<file path="config.mk">
export PLATFORM = sky130hd
export DESIGN_NAME = multicycle_control_flat
export DESIGN_NICKNAME = d
export VERILOG_FILES = /design/src/rtl/multicycle_control_if.sv /design/src/rtl/multicycle_control.sv /design/src/flat_wrapper.sv
export SDC_FILE = /design/constraint.sdc
export NUM_CORES = 1
export LEC_CHECK = 0
export ABC_AREA = 1
export BUFFER_PORTS_ARGS = -buffer_cell sky130_fd_sc_hd__buf_4
export CORE_MARGIN = 4
export CORE_UTILIZATION = 45
export DETAILED_ROUTE_END_ITERATION = 16
export PLACE_DENSITY_LB_ADDON = 0.1
export REMOVE_ABC_BUFFERS = 1
export SETUP_SLACK_MARGIN = 0.4
export SYNTH_ARGS = -nofsm -noshare
export SYNTH_HDL_FRONTEND = slang
export SYNTH_SLANG_ARGS = --single-unit
</file>
<file path="constraint.sdc">
create_clock -name clk -period 1.3 [get_ports clk]
set_input_delay 0.065 -clock clk [delete_from_list [all_inputs] [get_ports clk]]
set_output_delay 0.065 -clock clk [all_outputs]
set_load 0.05 [all_outputs]
</file>
<file path="src/rtl/multicycle_control_if.sv">
// Control-unit signal bundle between the multicycle controller and the datapath/memory side.
// The master side is the controller; the slave side supplies the opcode and the memory ready.
interface multicycle_control_if;
    logic [6:0]  opcode_i;
    logic        mem_ready_i;
    logic        mem_read_o;
    logic        mem_write_o;
    logic        ir_write_o;
    logic        pc_write_o;
    logic [1:0]  pc_src_o;
    logic        branch_o;
    logic        reg_write_o;
    logic [1:0]  mem_to_reg_o;
    logic [1:0]  alu_src_a_o;
    logic        alu_src_b_o;
    logic [2:0]  alu_op_o;
    logic [3:0]  state_o;
    logic        halted_o;
    logic [31:0] instret_o;

    modport master (
        input  opcode_i,
        input  mem_ready_i,
        output mem_read_o,
        output mem_write_o,
        output ir_write_o,
        output pc_write_o,
        output pc_src_o,
        output branch_o,
        output reg_write_o,
        output mem_to_reg_o,
        output alu_src_a_o,
        output alu_src_b_o,
        output alu_op_o,
        output state_o,
        output halted_o,
        output instret_o
    );

    modport slave (
        output opcode_i,
        output mem_ready_i,
        input  mem_read_o,
        input  mem_write_o,
        input  ir_write_o,
        input  pc_write_o,
        input  pc_src_o,
        input  branch_o,
        input  reg_write_o,
        input  mem_to_reg_o,
        input  alu_src_a_o,
        input  alu_src_b_o,
        input  alu_op_o,
        input  state_o,
        input  halted_o,
        input  instret_o
    );
endinterface

</file>
<file path="src/rtl/multicycle_control.sv">
// Moore-style control FSM for a multicycle RV32I datapath.
// Outputs decode from the state register and the op class latched in DECODE.
module multicycle_control (
    input  logic                 clk,
    input  logic                 reset,
    multicycle_control_if.master bus
);

    typedef enum logic [3:0] {
        FETCH  = 4'd0,
        DECODE = 4'd1,
        EXEC   = 4'd2,
        ADDR   = 4'd3,
        MEM_RD = 4'd4,
        MEM_WR = 4'd5,
        WB_ALU = 4'd6,
        WB_MEM = 4'd7,
        BRANCH = 4'd8,
        JUMP   = 4'd9,
        TRAP   = 4'd15
    } state_t;

    localparam logic [6:0] OPC_R     = 7'b0110011;
    localparam logic [6:0] OPC_I     = 7'b0010011;
    localparam logic [6:0] OPC_LUI   = 7'b0110111;
    localparam logic [6:0] OPC_LOAD  = 7'b0000011;
    localparam logic [6:0] OPC_BR    = 7'b1100011;
    localparam logic [6:0] OPC_STORE = 7'b0100011;
    localparam logic [6:0] OPC_JAL   = 7'b1101111;
    localparam logic [6:0] OPC_JALR  = 7'b1100111;
    localparam logic [6:0] OPC_AUIPC = 7'b0010111;

    // Store and JAL share class 101; the path taken in DECODE separates them.
    localparam logic [2:0] CL_R      = 3'd0;
    localparam logic [2:0] CL_I      = 3'd1;
    localparam logic [2:0] CL_LUI    = 3'd2;
    localparam logic [2:0] CL_LOAD   = 3'd3;
    localparam logic [2:0] CL_BR     = 3'd4;
    localparam logic [2:0] CL_ST_JAL = 3'd5;
    localparam logic [2:0] CL_JALR   = 3'd6;
    localparam logic [2:0] CL_AUIPC  = 3'd7;

    state_t      state;
    state_t      dec_next;
    logic [2:0]  op_class;
    logic [2:0]  dec_class;
    logic [31:0] instret_q;
    logic        halted_q;

    logic        mem_read;
    logic        mem_write;
    logic        ir_write;
    logic        pc_write;
    logic [1:0]  pc_src;
    logic        branch;
    logic        reg_write;
    logic [1:0]  mem_to_reg;
    logic [1:0]  alu_src_a;
    logic        alu_src_b;

    // Opcode classification; only consumed by the DECODE transition.
    always_comb begin
        dec_class = CL_R;
        dec_next  = TRAP;
        unique case (1'b1)
            (bus.opcode_i == OPC_R): begin
                dec_class = CL_R;
                dec_next  = EXEC;
            end
            (bus.opcode_i == OPC_I): begin
                dec_class = CL_I;
                dec_next  = EXEC;
            end
            (bus.opcode_i == OPC_LUI): begin
                dec_class = CL_LUI;
                dec_next  = EXEC;
            end
            (bus.opcode_i == OPC_AUIPC): begin
                dec_class = CL_AUIPC;
                dec_next  = EXEC;
            end
            (bus.opcode_i == OPC_LOAD): begin
                dec_class = CL_LOAD;
                dec_next  = ADDR;
            end
            (bus.opcode_i == OPC_STORE): begin
                dec_class = CL_ST_JAL;
                dec_next  = ADDR;
            end
            (bus.opcode_i == OPC_BR): begin
                dec_class = CL_BR;
                dec_next  = BRANCH;
            end
            (bus.opcode_i == OPC_JAL): begin
                dec_class = CL_ST_JAL;
                dec_next  = JUMP;
            end
            (bus.opcode_i == OPC_JALR): begin
                dec_class = CL_JALR;
                dec_next  = JUMP;
            end
            default: begin
                dec_class = CL_R;
                dec_next  = TRAP;
            end
        endcase
    end

    // State, op class, retire counter and trap flag.
    always_ff @(posedge clk or negedge reset) begin
        if (!reset) begin
            state     <= FETCH;
            op_class  <= CL_R;
            instret_q <= 32'd0;
            halted_q  <= 1'b0;
        end else begin
            unique case (state)
                FETCH: begin
                    if (bus.mem_ready_i) state <= DECODE;
                end
                DECODE: begin
                    op_class <= dec_class;
                    state    <= dec_next;
                    if (dec_next == TRAP) halted_q <= 1'b1;
                end
                EXEC: begin
                    state <= WB_ALU;
                end
                WB_ALU: begin
                    state     <= FETCH;
                    instret_q <= instret_q + 32'd1;
                end
                ADDR: begin
                    state <= (op_class == CL_LOAD) ? MEM_RD : MEM_WR;
                end
                MEM_RD: begin
                    if (bus.mem_ready_i) state <= WB_MEM;
                end
                WB_MEM: begin
                    state     <= FETCH;
                    instret_q <= instret_q + 32'd1;
                end
                MEM_WR: begin
                    if (bus.mem_ready_i) begin
                        state     <= FETCH;
                        instret_q <= instret_q + 32'd1;
                    end
                end
                BRANCH: begin
                    state     <= FETCH;
                    instret_q <= instret_q + 32'd1;
                end
                JUMP: begin
                    state     <= FETCH;
                    instret_q <= instret_q + 32'd1;
                end
                TRAP: begin
                    state    <= TRAP;
                    halted_q <= 1'b1;
                end
                default: begin
                    state    <= TRAP;
                    halted_q <= 1'b1;
                end
            endcase
        end
    end

    // Control decode from state and latched class; only FETCH looks at mem_ready.
    always_comb begin
        mem_read   = 1'b0;
        mem_write  = 1'b0;
        ir_write   = 1'b0;
        pc_write   = 1'b0;
        pc_src     = 2'b00;
        branch     = 1'b0;
        reg_write  = 1'b0;
        mem_to_reg = 2'b00;
        alu_src_a  = 2'b00;
        alu_src_b  = 1'b0;
        unique case (state)
            FETCH: begin
                mem_read = 1'b1;
                ir_write = bus.mem_ready_i;
                pc_write = bus.mem_ready_i;
                pc_src   = 2'b00;
            end
            EXEC: begin
                alu_src_b = (op_class != CL_R);
                if (op_class == CL_AUIPC)
                    alu_src_a = 2'b01;
                else if (op_class == CL_LUI)
                    alu_src_a = 2'b10;
                else
                    alu_src_a = 2'b00;
            end
            WB_ALU: begin
                reg_write  = 1'b1;
                mem_to_reg = 2'b00;
            end
            ADDR: begin
                alu_src_a = 2'b00;
                alu_src_b = 1'b1;
            end
            MEM_RD: begin
                mem_read = 1'b1;
            end
            WB_MEM: begin
                reg_write  = 1'b1;
                mem_to_reg = 2'b01;
            end
            MEM_WR: begin
                mem_write = 1'b1;
            end
            BRANCH: begin
                alu_src_b = 1'b0;
                branch    = 1'b1;
                pc_write  = 1'b1;
                pc_src    = 2'b01;
            end
            JUMP: begin
                reg_write  = 1'b1;
                mem_to_reg = 2'b10;
                pc_write   = 1'b1;
                pc_src     = 2'b10;
                alu_src_a  = (op_class == CL_ST_JAL) ? 2'b01 : 2'b00;
                alu_src_b  = 1'b1;
            end
            default: begin
                mem_read = 1'b0;
            end
        endcase
    end

    // A read and a write request must never overlap.
    a_rw_exclusive: assert property (
        @(posedge clk) disable iff (!reset) !(mem_read && mem_write)
    );

    assign bus.mem_read_o   = mem_read;
    assign bus.mem_write_o  = mem_write;
    assign bus.ir_write_o   = ir_write;
    assign bus.pc_write_o   = pc_write;
    assign bus.pc_src_o     = pc_src;
    assign bus.branch_o     = branch;
    assign bus.reg_write_o  = reg_write;
    assign bus.mem_to_reg_o = mem_to_reg;
    assign bus.alu_src_a_o  = alu_src_a;
    assign bus.alu_src_b_o  = alu_src_b;
    assign bus.alu_op_o     = op_class;
    assign bus.state_o      = state;
    assign bus.halted_o     = halted_q;
    assign bus.instret_o    = instret_q;

endmodule

</file>
<file path="src/flat_wrapper.sv">
// flat-port wrapper written by rule: the top's interface ports become plain ports
module multicycle_control_flat 
  (clk, reset, bus_opcode_i, bus_mem_ready_i, bus_mem_read_o, bus_mem_write_o, bus_ir_write_o, bus_pc_write_o, bus_pc_src_o, bus_branch_o, bus_reg_write_o, bus_mem_to_reg_o, bus_alu_src_a_o, bus_alu_src_b_o, bus_alu_op_o, bus_state_o, bus_halted_o, bus_instret_o);
  multicycle_control_if bus_i ();
  input  logic clk;
  input  logic reset;
  input wire logic [$bits(bus_i.opcode_i)-1:0] bus_opcode_i;
  input wire logic [$bits(bus_i.mem_ready_i)-1:0] bus_mem_ready_i;
  output wire logic [$bits(bus_i.mem_read_o)-1:0] bus_mem_read_o;
  output wire logic [$bits(bus_i.mem_write_o)-1:0] bus_mem_write_o;
  output wire logic [$bits(bus_i.ir_write_o)-1:0] bus_ir_write_o;
  output wire logic [$bits(bus_i.pc_write_o)-1:0] bus_pc_write_o;
  output wire logic [$bits(bus_i.pc_src_o)-1:0] bus_pc_src_o;
  output wire logic [$bits(bus_i.branch_o)-1:0] bus_branch_o;
  output wire logic [$bits(bus_i.reg_write_o)-1:0] bus_reg_write_o;
  output wire logic [$bits(bus_i.mem_to_reg_o)-1:0] bus_mem_to_reg_o;
  output wire logic [$bits(bus_i.alu_src_a_o)-1:0] bus_alu_src_a_o;
  output wire logic [$bits(bus_i.alu_src_b_o)-1:0] bus_alu_src_b_o;
  output wire logic [$bits(bus_i.alu_op_o)-1:0] bus_alu_op_o;
  output wire logic [$bits(bus_i.state_o)-1:0] bus_state_o;
  output wire logic [$bits(bus_i.halted_o)-1:0] bus_halted_o;
  output wire logic [$bits(bus_i.instret_o)-1:0] bus_instret_o;
  assign bus_i.opcode_i = bus_opcode_i;
  assign bus_i.mem_ready_i = bus_mem_ready_i;
  assign bus_mem_read_o = bus_i.mem_read_o;
  assign bus_mem_write_o = bus_i.mem_write_o;
  assign bus_ir_write_o = bus_i.ir_write_o;
  assign bus_pc_write_o = bus_i.pc_write_o;
  assign bus_pc_src_o = bus_i.pc_src_o;
  assign bus_branch_o = bus_i.branch_o;
  assign bus_reg_write_o = bus_i.reg_write_o;
  assign bus_mem_to_reg_o = bus_i.mem_to_reg_o;
  assign bus_alu_src_a_o = bus_i.alu_src_a_o;
  assign bus_alu_src_b_o = bus_i.alu_src_b_o;
  assign bus_alu_op_o = bus_i.alu_op_o;
  assign bus_state_o = bus_i.state_o;
  assign bus_halted_o = bus_i.halted_o;
  assign bus_instret_o = bus_i.instret_o;
  multicycle_control u_core (.clk(clk), .reset(reset), .bus(bus_i));
endmodule
</file>
==> flow_metrics.env, run 1 <==
export IMPL_synth_lib_cells_used_distinct=31
export IMPL_power_density_mw_per_mm2=1990
export IMPL_tritoncts_clock_tree="yes"
export IMPL_status="complete, but fails checks"
export IMPL_cp_required_ps=1240
export IMPL_final_critical_path_setup_slack_ps=-429
export IMPL_yosys_warnings=0
export IMPL_avgRoutedWirePerCell_um=17.8
export IMPL_cts_buffers=5
export IMPL_timing_critical_path_to_type="output port"
export IMPL_sequential_element_share_of_the_synthesized_area_pct=36.4
export IMPL_number_of_gates_on_the_worst_path_with_buffers_counted=6
export IMPL_die_h_um=86.2
export IMPL_dr_total_vias=3673
export IMPL_post_synth_cell_area_avg_um2=6.62
export IMPL_slowest_delay_ps=390
export IMPL_floorplan_initialDensity_pct=46.4
export IMPL_grt_use_met3_pct=6.72
export IMPL_synthesis_area_mm2=0.00275
export IMPL_critical_path_slowest_cell="sky130_fd_sc_hd__dfrtp_1"
export IMPL_die_width_um=86.2
export IMPL_rows=28
export IMPL_final_min_period_over_clock_period_pct=133
export IMPL_drt_first_pass_iters=6
export IMPL_globalplace_congestion=0.866
export IMPL_fin_tns_setup_ps=-15430
export IMPL_buffer_ports_inserted=62
export IMPL_mostFrequentLayoutCell="sky130_fd_sc_hd__nand2_1"
export IMPL_gr_usage_met1_pct=37.4
export IMPL_design_final_nets=601
export IMPL_finalMaxSlewViolations=0
export IMPL_gr_max_usage_layer="met2"
export IMPL_syn_inst=415
export IMPL_via_per_inst=5.52
export IMPL_cp_cell_sequence="inv_2 > buf_4 > nor3_4 > inv_2 > nor4_4 > buf_6"
export IMPL_global_route_wire_length_before_repair_um=17200
export IMPL_max_cap_viol_count=0
export IMPL_cpMostUsedCell="sky130_fd_sc_hd__inv_2"
export IMPL_timing_hold_worst_path_depth=3
export IMPL_drt_iter0_drc=505
export IMPL_gr_usage_all_layers_pct=29.7
export IMPL_peakVddDrop_mv=2.17
export IMPL_area_delta_synth_final_pct=86.9
export IMPL_clock_tree_buffer_depth=2
export IMPL_die_area_mm2=0.00742
export IMPL_fin_crit_ps=1730
export IMPL_finalSetupViolations=54
export IMPL_critical_path_n_buffers_inverters=4
export IMPL_grt_antenna_before_repair=0
export IMPL_crit_reg2reg_capture="u_core.bus.instret_o[12]"
export IMPL_finish_cell_count_without_fillers=666
export IMPL_drive_gt1_share_pct=45.3
export IMPL_worstPathMaxFanout=3
export IMPL_critPathKind="flop to output port"
export IMPL_tightest_slew_ps=543
export IMPL_critical_path_top_delay_family="buffers and inverters"
export IMPL_cp_start_kind="flop"
export IMPL_fin_util_pct=86.8
export IMPL_holdCritPathClass="input pin to flop"
export IMPL_global_route_overflow_total=0
export IMPL_max_freq_ghz=0.578
export IMPL_timing_reg2reg_worst_path_depth=11
export IMPL_failing_checks="negative setup slack"
export IMPL_floorplan_core_area_mm2=0.00592
export IMPL_worst_endpoint_arrival_ps=1660
export IMPL_hold_end="u_core.bus.state_o[2]"
export IMPL_r2r_start="u_core.bus.state_o[1]"
export IMPL_dp_cells=623
export IMPL_slew_limit_headroom_pct=63.8
export IMPL_i_o_pins=63
export IMPL_clkLatencyLatePin_ps=300
export IMPL_antenna_diode_count=0
export IMPL_finalHoldWorstSlack_ps=99.9
export IMPL_hp_start="bus_mem_ready_i"
export IMPL_clk_root_buffer_cell="sky130_fd_sc_hd__clkbuf_8"
export IMPL_power_static_leakage_uw=0.00247
export IMPL_first_global_vias=3489
export IMPL_cts_reportedPaths_clkPinSlew_ps=90
export IMPL_post_place_instance_area_mm2=0.00383
export IMPL_dp_final_hpwl_um=6400
export IMPL_unrepaired_setup_endpoints_after_global_routing="true"
export IMPL_final_area_mm2=0.00514
export IMPL_yosys_register_bits=40
export IMPL_clock_skew_ps=13.5
export IMPL_drc=0
export IMPL_hold_violations=0
export IMPL_most_common_layout_cells="sky130_fd_sc_hd__nand2_1 (145), sky130_fd_sc_hd__buf_4 (64), sky130_fd_sc_hd__nor2_1 (63)"
export IMPL_numClockSinks=40
export IMPL_met2_use_gr_pct=50.5
export IMPL_ctsHtreeMaxLevel=2
export IMPL_grt_start_max_net_pins=41
export IMPL_detail_route_wirelength_um=11900
export IMPL_setup_reg_to_reg_worst_slack_ps=-380
export IMPL_detail_route_antenna_nets=0
export IMPL_fill_cells=269
## worst min-delay path, stage by stage
cell                      delay (ps)
sky130_fd_sc_hd__buf_4           110
sky130_fd_sc_hd__nor2_1           60
sky130_fd_sc_hd__a21oi_1         130
## worst max-delay path by stage
stage	slack (ps)	startpoint	end
after CTS	-330	u_core.bus.state_o[2]	bus_alu_src_a_o[1]
after floorplan	-1440	u_core.bus.state_o[3]	bus_alu_src_a_o[1]
after detailed placement	-190	u_core.bus.state_o[3]	bus_alu_src_a_o[0]
final	-430	u_core.bus.state_o[1]	bus_alu_src_a_o[1]
after global placement	-110	u_core.bus.state_o[0]	u_core.bus.state_o[0]
after global routing	-500	u_core.bus.state_o[1]	bus_alu_src_a_o[1]
## sequential cells by signal, summed over array words and instances, names as in the netlist
register and cells:
u_core.bus.instret_o 32, u_core.bus.alu_op_o 3, u_core.bus.state_o 4, u_core.bus.halted_o 1
## what timing repair did
item / 4_1_cts / 5_1_grt
setup buffers: 25 / 6
gates resized for setup: 201 / 46
setup endpoints to repair: 93 / 93
hold buffers: 1 / 0
hold endpoints to repair: 40 / 0
pin swaps: 25 / 7
cloned: 3 / 0
## where the power goes
group	internal, uW	switching (uW)
Sequential	1460	313
Clock	571	481
Combinational	3370	4020
Total	5410	4810
## synth_stat cells, drive strengths merged
cell      n  area (um^2)
a21oi     4         20.0
a31oi     1         6.26
buf       5         45.0
dfrtp    40         1000
ha        1         12.5
inv      30          118
mux2      1         11.3
nand2   181          723
nand3    15         75.1
nand3b   14          105
nand4     5         31.3
nor2     85          354
nor3      3         20.0
nor4      1         6.26
o211ai    1         7.51
o21ai    11         58.8
o31ai     2         15.0
xnor2     9         86.3
xor2      6         52.6
## layer usage
| layer | vias to the layer above | routed length, um |
|---|---|---|
| met5 | - | 0 |
| met2 | 232 | 5880 |
| met4 | 0 | 424 |
| met3 | 53 | 985 |
| li1 | 1651 | - |
| met1 | 1737 | 4570 |
## stage by stage
step                      power (uW)  worst slack, ps
after floorplan                 4060            -1440
after global placement          5990             -109
after detailed placement        6050             -188
after CTS                       9300             -330
after global routing           10600             -498
final                          10200             -429
## final cells by class
class / instances / area, um^2 / share of cell area, %
clock inverters: 2 / 35.0 / 0.682
repair inverters: 1 / 11.3 / 0.219
well taps: 75 / 93.8 / 1.83
repair buffers: 171 / 1880 / 36.5
inverters: 30 / 128 / 2.48
multi-input cells: 341 / 1910 / 37.2
flip-flops and latches: 40 / 1010 / 19.7
clock buffers: 6 / 72.6 / 1.41
## kinds of logic after synthesis
| group | count (synthesis) | synth area share (%) |
|---|---|---|
| AO/OA/AOI/OAI | 19 | 3.91 |
| AND/OR/NAND/NOR | 304 | 47.8 |
| buffers and inverters | 35 | 5.92 |
| flip-flops | 40 | 36.4 |
| multiplexers | 1 | 0.410 |
| XOR/XNOR | 15 | 5.05 |
| adder cells (fa/ha/maj) | 1 | 0.455 |
(Power assumes the default switching activity.)
==> run 2: changes to the inputs <==
--- a/config.mk
+++ b/config.mk
@@ -5,7 +5,6 @@
 export SDC_FILE = /design/constraint.sdc
 export NUM_CORES = 1
 export LEC_CHECK = 0
-export ABC_AREA = 1
 export BUFFER_PORTS_ARGS = -buffer_cell sky130_fd_sc_hd__buf_4
 export CORE_MARGIN = 4
 export CORE_UTILIZATION = 45
@@ -13,6 +12,7 @@
 export PLACE_DENSITY_LB_ADDON = 0.1
 export REMOVE_ABC_BUFFERS = 1
 export SETUP_SLACK_MARGIN = 0.4
+export SKIP_LAST_GASP = 1
 export SYNTH_ARGS = -nofsm -noshare
 export SYNTH_HDL_FRONTEND = slang
 export SYNTH_SLANG_ARGS = --single-unit
==> run 2 against run 1 <==
  * The run still ends with negative setup slack left
  * Core utilization up 5.5 points
  * Synthesized cell count is 44% lower
  * Final area decreased by 16%
  * Critical path type is now flop to flop
==> flow_metrics.env, run 2 <==
export IMPL_synth_most_common_cell="sky130_fd_sc_hd__dfrtp_1"
export IMPL_global_route_wire_length_before_repair_um=10800
export IMPL_detail_route_antenna_nets=0
export IMPL_failing_checks="negative setup slack"
export IMPL_area_delta_synth_final_pct=99.4
export IMPL_cp_cell_sequence="buf_6 > nand2b_4 > o32ai_4 > buf_4 > nand3_4 > nor2_2 > xnor2_1"
export IMPL_synthesis_area_mm2=0.00217
export IMPL_seqPwrFrac_pct=55.8
export IMPL_dp_cells=401
export IMPL_status="complete, but fails checks"
export IMPL_first_global_vias=2349
export IMPL_syn_inst=232
export IMPL_dr_total_vias=2600
export IMPL_grt_start_max_net_pins=41
export IMPL_final_min_period_over_clock_period_pct=140
export IMPL_main_combinational_cell_family_by_area_after_synthesis="simple AND/OR/NAND/NOR gates"
export IMPL_timing_critical_path_to_type="flop"
export IMPL_synthAdderAreaFrac_pct=0.576
export IMPL_holdCritPathClass="input pin to flop"
export IMPL_r2r_start="u_core.bus.state_o[2]"
export IMPL_synth_mux_area_share_pct=1.04
export IMPL_global_route_overflow_total=0
export IMPL_gr_usage_met1_pct=25.8
export IMPL_synth_edff_count=0
export IMPL_via_per_inst=5.82
export IMPL_die_width_um=77.5
export IMPL_slew_limit_headroom_pct=63.9
export IMPL_yosys_warnings=0
export IMPL_synth_compound_gate_area_share_pct=10.5
export IMPL_slowest_delay_ps=440
export IMPL_ys_top_cells_by_area="sky130_fd_sc_hd__dfrtp_1 (46%), sky130_fd_sc_hd__xnor2_1 (7.7%), sky130_fd_sc_hd__nor2_1 (5.0%)"
export IMPL_timing_hold_worst_path_depth=3
export IMPL_fin_crit_ps=1810
export IMPL_final_area_mm2=0.00433
export IMPL_drive_gt1_share_pct=58.8
export IMPL_die_area_mm2=0.00600
export IMPL_post_place_instance_area_mm2=0.00312
export IMPL_antenna_diode_count=0
export IMPL_critical_path_n_buffers_inverters=2
export IMPL_gr_usage_all_layers_pct=22.1
export IMPL_globalplace_congestion=0.919
export IMPL_finish_cell_count_without_fillers=447
export IMPL_synth_xor_xnor_area_share_pct=12.5
export IMPL_crit_reg2reg_capture="u_core.bus.instret_o[16]"
export IMPL_worst_endpoint_arrival_ps=2020
export IMPL_finalSetupViolations=55
export IMPL_floorplan_initialDensity_pct=46.3
export IMPL_synth_simple_area_share_pct=25.3
export IMPL_hold_end="u_core.bus.state_o[3]"
export IMPL_clk_root_buffer_cell="sky130_fd_sc_hd__clkbuf_8"
export IMPL_area_sequential_mm2=0.00101
export IMPL_met2_use_gr_pct=38.7
export IMPL_most_common_layout_cells="sky130_fd_sc_hd__buf_4 (67), sky130_fd_sc_hd__buf_6 (64), sky130_fd_sc_hd__dfrtp_1 (36)"
export IMPL_power_frac_clock_pct=39.1
export IMPL_power_density_mw_per_mm2=515
export IMPL_buffer_ports_inserted=62
export IMPL_max_freq_ghz=0.551
export IMPL_tightest_slew_ps=539
export IMPL_power_switching_fraction_pct=23.5
export IMPL_clkLatencyLatePin_ps=300
export IMPL_i_o_pins=63
export IMPL_final_critical_path_setup_slack_ps=-514
export IMPL_timing_reg2reg_worst_path_depth=7
export IMPL_fill_cells=171
export IMPL_tritoncts_clock_tree="yes"
export IMPL_ctsHtreeMaxLevel=2
export IMPL_gr_max_usage_layer="met2"
export IMPL_net_switching_power_uw=524
export IMPL_critPathKind="flop to flop"
export IMPL_critical_path_top_delay_family="flip-flops"
export IMPL_mostFrequentLayoutCell="sky130_fd_sc_hd__buf_4"
export IMPL_sequential_element_share_of_the_synthesized_area_pct=46.1
export IMPL_synth_lib_cells_used_distinct=43
export IMPL_hold_violations=0
export IMPL_async_reset_ff_share_pct=100
export IMPL_unrepaired_setup_endpoints_after_global_routing="true"
export IMPL_grt_antenna_before_repair=0
export IMPL_netlist_top_cell_by_area="sky130_fd_sc_hd__dfrtp_1"
export IMPL_power_static_leakage_uw=0.00201
export IMPL_rows=25
export IMPL_die_h_um=77.5
export IMPL_cp_required_ps=1500
export IMPL_total_area_of_multi_input_combinational_cells_mm2=0.00144
export IMPL_ys_dominant_reg_cell="sky130_fd_sc_hd__dfrtp_1"
export IMPL_peakVddDrop_mv=0.434
export IMPL_floorplan_core_area_mm2=0.00469
export IMPL_hp_start="bus_opcode_i[0]"
export IMPL_avgRoutedWirePerCell_um=20.3
export IMPL_combPwrFrac_pct=5.0
export IMPL_max_cap_viol_count=0
export IMPL_design_final_nets=403
export IMPL_setup_reg_to_reg_worst_slack_ps=-510
export IMPL_drt_iter0_drc=200
export IMPL_yosys_register_bits=40
export IMPL_dp_final_hpwl_um=4230
export IMPL_cp_start_kind="flop"
export IMPL_clock_skew_ps=6.71
export IMPL_detail_route_wirelength_um=9080
export IMPL_netlist_top_cells_count="sky130_fd_sc_hd__dfrtp_1 (40), sky130_fd_sc_hd__nor2_1 (29), sky130_fd_sc_hd__nand2_1 (20)"
export IMPL_largest_register_ffs=32
export IMPL_grt_use_met3_pct=5.92
export IMPL_drt_first_pass_iters=7
export IMPL_finalMaxSlewViolations=0
export IMPL_worstPathMaxFanout=6
export IMPL_clock_tree_buffer_depth=2
export IMPL_post_synth_cell_area_avg_um2=9.36
export IMPL_cts_buffers=5
export IMPL_cell_internal_pwr_uw=1710
export IMPL_drc=0
export IMPL_critical_path_slowest_cell="sky130_fd_sc_hd__dfrtp_1"
export IMPL_yosys_area_top_type_share_pct=46.1
export IMPL_numClockSinks=40
export IMPL_cts_reportedPaths_clkPinSlew_ps=80
## run 2: changes by cell type after synthesis, sizes merged, moves of 5 or more
cell,previous run,this run
inv,30,10
nand2,181,20
nand2b,0,6
nand3b,14,1
nor2,85,29
nor3,3,13
o21ai,11,6
xnor2,9,19
xor2,6,12
## run 2: worst max-delay path by stage
| stage | start | end | slack (ps) | cells past startpoint |
|---|---|---|---|---|
| after floorplan | u_core.bus.state_o[3] | bus_branch_o | -1940 | 2 |
| after global placement | u_core.bus.state_o[1] | u_core.bus.state_o[0] | -370 | 4 |
| after detailed placement | u_core.bus.state_o[3] | u_core.bus.instret_o[11] | -410 | 6 |
| after CTS | u_core.bus.state_o[1] | u_core.bus.state_o[0] | -370 | 4 |
| after global routing | u_core.bus.state_o[2] | u_core.bus.instret_o[28] | -600 | 6 |
| final | u_core.bus.state_o[2] | u_core.bus.instret_o[16] | -510 | 7 |
## run 2: power groups by stage
stage / clock network [uW] / logic [uW] / registers [uW]
after floorplan: 0 / 26.1 / 1270
after global placement: 0 / 97.3 / 1270
after detailed placement: 0 / 98.4 / 1270
after CTS: 863 / 104 / 1240
after global routing: 921 / 124 / 1250
final: 873 / 113 / 1250
## run 2: tightest hold or removal path, delay by kind of cell
family / cells / cell delay (ps)
buffers and inverters: 1 / 110
AND/OR/NAND/NOR: 1 / 150
AO/OA/AOI/OAI: 1 / 100
## run 2: metal layers
layer  share of wire [%]  wire, um
met4                 4.9       442
met3                 6.1       557
met5                   0         0
met2                  52      4710
met1                  37      3370
## run 2: timing repair
action	CTS	global route
hold buffers	1	0
setup endpoints to repair	93	93
endpoints found under the hold margin	40	0
gates resized for setup	124	81
cloned	0	0
pin swaps	10	34
setup buffers	16	21
## run 2: kinds of logic (layout without fill, tap and decap cells)
family / count (synthesis) / after routing
simple gates: 108 / 108
flops: 40 / 40
compound gates: 31 / 31
xor+xnor: 31 / 31
buf+inv: 19 / 180
mux: 2 / 2
fa+ha+maj: 1 / 1
## run 2: stage by stage
step | utilization, % | worst slack (ps) | hold WS (ps) | total power [uW] | TNS [ps]
after floorplan | - | -1940 | -231 | 1300 | -38810
after global placement | 66.5 | -370 | 70.0 | 1370 | -10140
after detailed placement | 66.5 | -413 | 72.1 | 1370 | -11540
after CTS | 81.5 | -374 | 126 | 2210 | -12840
after global routing | 92.3 | -601 | 170 | 2290 | -22750
final | 92.3 | -514 | 161 | 2230 | -19120
## run 2: final cells by class
type | count | share of cell area (%)
clock buffer | 6 | 1.91
sequential | 40 | 23.2
multi-input combinational | 173 | 33.3
clock inverter | 2 | 0.231
timing repair buffer | 162 | 38.9
tap | 54 | 1.56
inverter | 10 | 0.925
==> run 3: changes to the inputs <==
--- a/config.mk
+++ b/config.mk
@@ -9,6 +9,8 @@
 export CORE_MARGIN = 4
 export CORE_UTILIZATION = 45
 export DETAILED_ROUTE_END_ITERATION = 16
+export GPL_ROUTABILITY_DRIVEN = 0
+export GPL_TIMING_DRIVEN = 0
 export PLACE_DENSITY_LB_ADDON = 0.1
 export REMOVE_ABC_BUFFERS = 1
 export SETUP_SLACK_MARGIN = 0.4
==> constraint.sdc (replaced) <==
create_clock -name clk -period 1.3 [get_ports clk]
set_input_delay 0.13 -clock clk [delete_from_list [all_inputs] [get_ports clk]]
set_output_delay 0.13 -clock clk [all_outputs]
set_load 0.05 [all_outputs]
==> run 3 against run 2 <==
  * Clock power fell by 2%
  * Fmax decreased by 1.6%
  * Total power down 1.1%
  * Die area is the same
  * Critical path type unchanged
  * The flow still finishes with violations (negative setup slack)
  * Via count shrank 14%
  * Non-clock buffer count fell by 46
  * Critical endpoint is now u_core.bus.state_o[0]
  * Critical path depth is 3 lower
  * Final area decreased by 10%
  * Highest routed layer unchanged
==> flow_metrics.env, run 3 (synthesis gave the netlist of run 2 again) <==
export IMPL_worst_endpoint_arrival_ps=2050
export IMPL_numClockSinks=40
export IMPL_die_h_um=77.5
export IMPL_die_width_um=77.5
export IMPL_clk_root_buffer_cell="sky130_fd_sc_hd__clkbuf_8"
export IMPL_largest_register_ffs=32
export IMPL_peakVddDrop_mv=0.415
export IMPL_area_delta_synth_final_pct=78.9
export IMPL_gr_usage_met1_pct=27.1
export IMPL_power_switching_fraction_pct=25.0
export IMPL_power_density_mw_per_mm2=568
export IMPL_dp_final_hpwl_um=3480
export IMPL_final_critical_path_setup_slack_ps=-543
export IMPL_cts_reportedPaths_clkPinSlew_ps=80
export IMPL_net_switching_power_uw=551
export IMPL_tightest_slew_ps=502
export IMPL_global_route_wire_length_before_repair_um=10200
export IMPL_cp_start_kind="flop"
export IMPL_power_frac_clock_pct=38.9
export IMPL_via_per_inst=5.58
export IMPL_power_static_leakage_uw=0.00174
export IMPL_buffer_ports_inserted=62
export IMPL_most_common_layout_cells="sky130_fd_sc_hd__buf_6 (59), sky130_fd_sc_hd__buf_4 (45), sky130_fd_sc_hd__dfrtp_1 (22)"
export IMPL_detail_route_wirelength_um=6970
export IMPL_combPwrFrac_pct=4.7
export IMPL_ctsHtreeMaxLevel=2
export IMPL_detail_route_antenna_nets=0
export IMPL_cp_cell_sequence="or4b_4 > or2_4 > o32ai_2 > a2bb2oi_1"
export IMPL_clock_skew_ps=9.71
export IMPL_seqPwrFrac_pct=56.4
export IMPL_max_cap_viol_count=0
export IMPL_gr_max_usage_layer="met2"
export IMPL_die_area_mm2=0.00600
export IMPL_drive_gt1_share_pct=58.5
export IMPL_antenna_diode_count=0
export IMPL_rows=25
export IMPL_mostFrequentLayoutCell="sky130_fd_sc_hd__buf_6"
export IMPL_floorplan_initialDensity_pct=46.3
export IMPL_critical_path_n_buffers_inverters=0
export IMPL_worstPathMaxFanout=4
export IMPL_fin_crit_ps=1840
export IMPL_design_final_nets=357
export IMPL_critical_path_slowest_cell="sky130_fd_sc_hd__or4b_4"
export IMPL_slowest_delay_ps=580
export IMPL_total_power_uw=2210
export IMPL_cts_buffers=5
export IMPL_grt_start_max_net_pins=41
export IMPL_timing_critical_path_to_type="flop"
export IMPL_fill_cells=275
export IMPL_avgRoutedWirePerCell_um=17.4
export IMPL_critPathKind="flop to flop"
export IMPL_gr_usage_all_layers_pct=20.9
export IMPL_first_global_vias=2170
export IMPL_drt_first_pass_iters=4
export IMPL_dr_total_vias=2238
export IMPL_hold_violations=0
export IMPL_failing_checks="negative setup slack"
export IMPL_finalHoldWorstSlack_ps=170
export IMPL_holdCritPathClass="input pin to flop"
export IMPL_critical_path_top_delay_family="simple AND/OR/NAND/NOR gates"
export IMPL_floorplan_core_area_mm2=0.00469
export IMPL_grt_use_met3_pct=4.64
export IMPL_clock_tree_buffer_depth=2
export IMPL_status="complete, but fails checks"
export IMPL_max_freq_ghz=0.543
export IMPL_i_o_pins=63
export IMPL_slew_limit_headroom_pct=66.6
export IMPL_unrepaired_setup_endpoints_after_global_routing="true"
export IMPL_global_route_overflow_total=0
export IMPL_drt_iter0_drc=113
export IMPL_fin_util_pct=82.8
export IMPL_cp_required_ps=1510
export IMPL_clkLatencyLatePin_ps=300
export IMPL_finalSetupViolations=53
export IMPL_cell_internal_pwr_uw=1660
export IMPL_drc=0
export IMPL_grt_antenna_before_repair=0
export IMPL_finalMaxSlewViolations=0
export IMPL_fin_tns_setup_ps=-19820
export IMPL_tritoncts_clock_tree="yes"
export IMPL_met2_use_gr_pct=34.8
export IMPL_final_min_period_over_clock_period_pct=142
==> run 3: power groups by stage <==
stage / Clock, uW / Combinational (uW) / Sequential (uW)
floorplan: 0 / 26.1 / 1270
global placement: 0 / 95.2 / 1270
detailed placement: 0 / 95.7 / 1270
CTS: 850 / 100 / 1240
global route: 920 / 118 / 1250
finish: 858 / 104 / 1240
==> run 3: worst reg2reg max path, stage by stage (launching register included) <==
cell	delay [ps]
sky130_fd_sc_hd__dfrtp_2	470
sky130_fd_sc_hd__or4b_4	580
sky130_fd_sc_hd__or2_4	260
sky130_fd_sc_hd__o32ai_2	260
sky130_fd_sc_hd__a2bb2oi_1	200
==> run 3: metal layers <==
metal  part of all wire [%]  up-vias  wire length (um)
met4                    2.0        0               141
met5                      0        -                 0
li1                       -     1038                 -
met3                    6.0       19               421
met2                     53       90              3670
met1                     39     1091              2740
==> run 3: what timing repair did <==
action | 4_1_cts | 5_1_grt
pin swaps | 18 | 31
resized for setup | 107 | 77
gates cloned | 0 | 0
buffers inserted | 31 | 22
endpoints found under the setup margin | 93 | 93
endpoints found under the hold margin | 40 | 0
hold buffers | 1 | 0
==> run 3: cell type report <==
| class | instances | area [um^2] | area share [%] |
|---|---|---|---|
| Clock buffer | 5 | 68.8 | 1.77 |
| Clock inverter | 3 | 18.8 | 0.483 |
| Inverter | 10 | 37.5 | 0.966 |
| Multi-Input combinational cell | 173 | 1480 | 38.1 |
| Sequential cell | 40 | 1020 | 26.3 |
| Tap cell | 54 | 67.6 | 1.74 |
| Timing Repair Buffer | 116 | 1190 | 30.6 |
==> run 3: per-stage QoR <==
step	setup slack, ps	area [um^2]	std cells
final	-543	3880	401
after global routing	-600	3880	401
after CTS	-450	3400	379
after detailed placement	-828	2660	339
after global placement	-828	2660	339
after floorplan	-2010	2120	223
==> run 3: final timing paths <==
check,start,to,slack (ps),cells past startpoint
setup / recovery,u_core.bus.state_o[1],u_core.bus.state_o[0],-540,4
hold / removal,bus_mem_ready_i,u_core.bus.state_o[0],170,3
setup reg to reg,u_core.bus.state_o[1],u_core.bus.state_o[0],-540,4
hold reg to reg,u_core.bus.halted_o,u_core.bus.halted_o,500,1
max in group asynchronous,reset,u_core.bus.alu_op_o[2],580,2
min in group asynchronous,reset,u_core.bus.instret_o[11],340,2
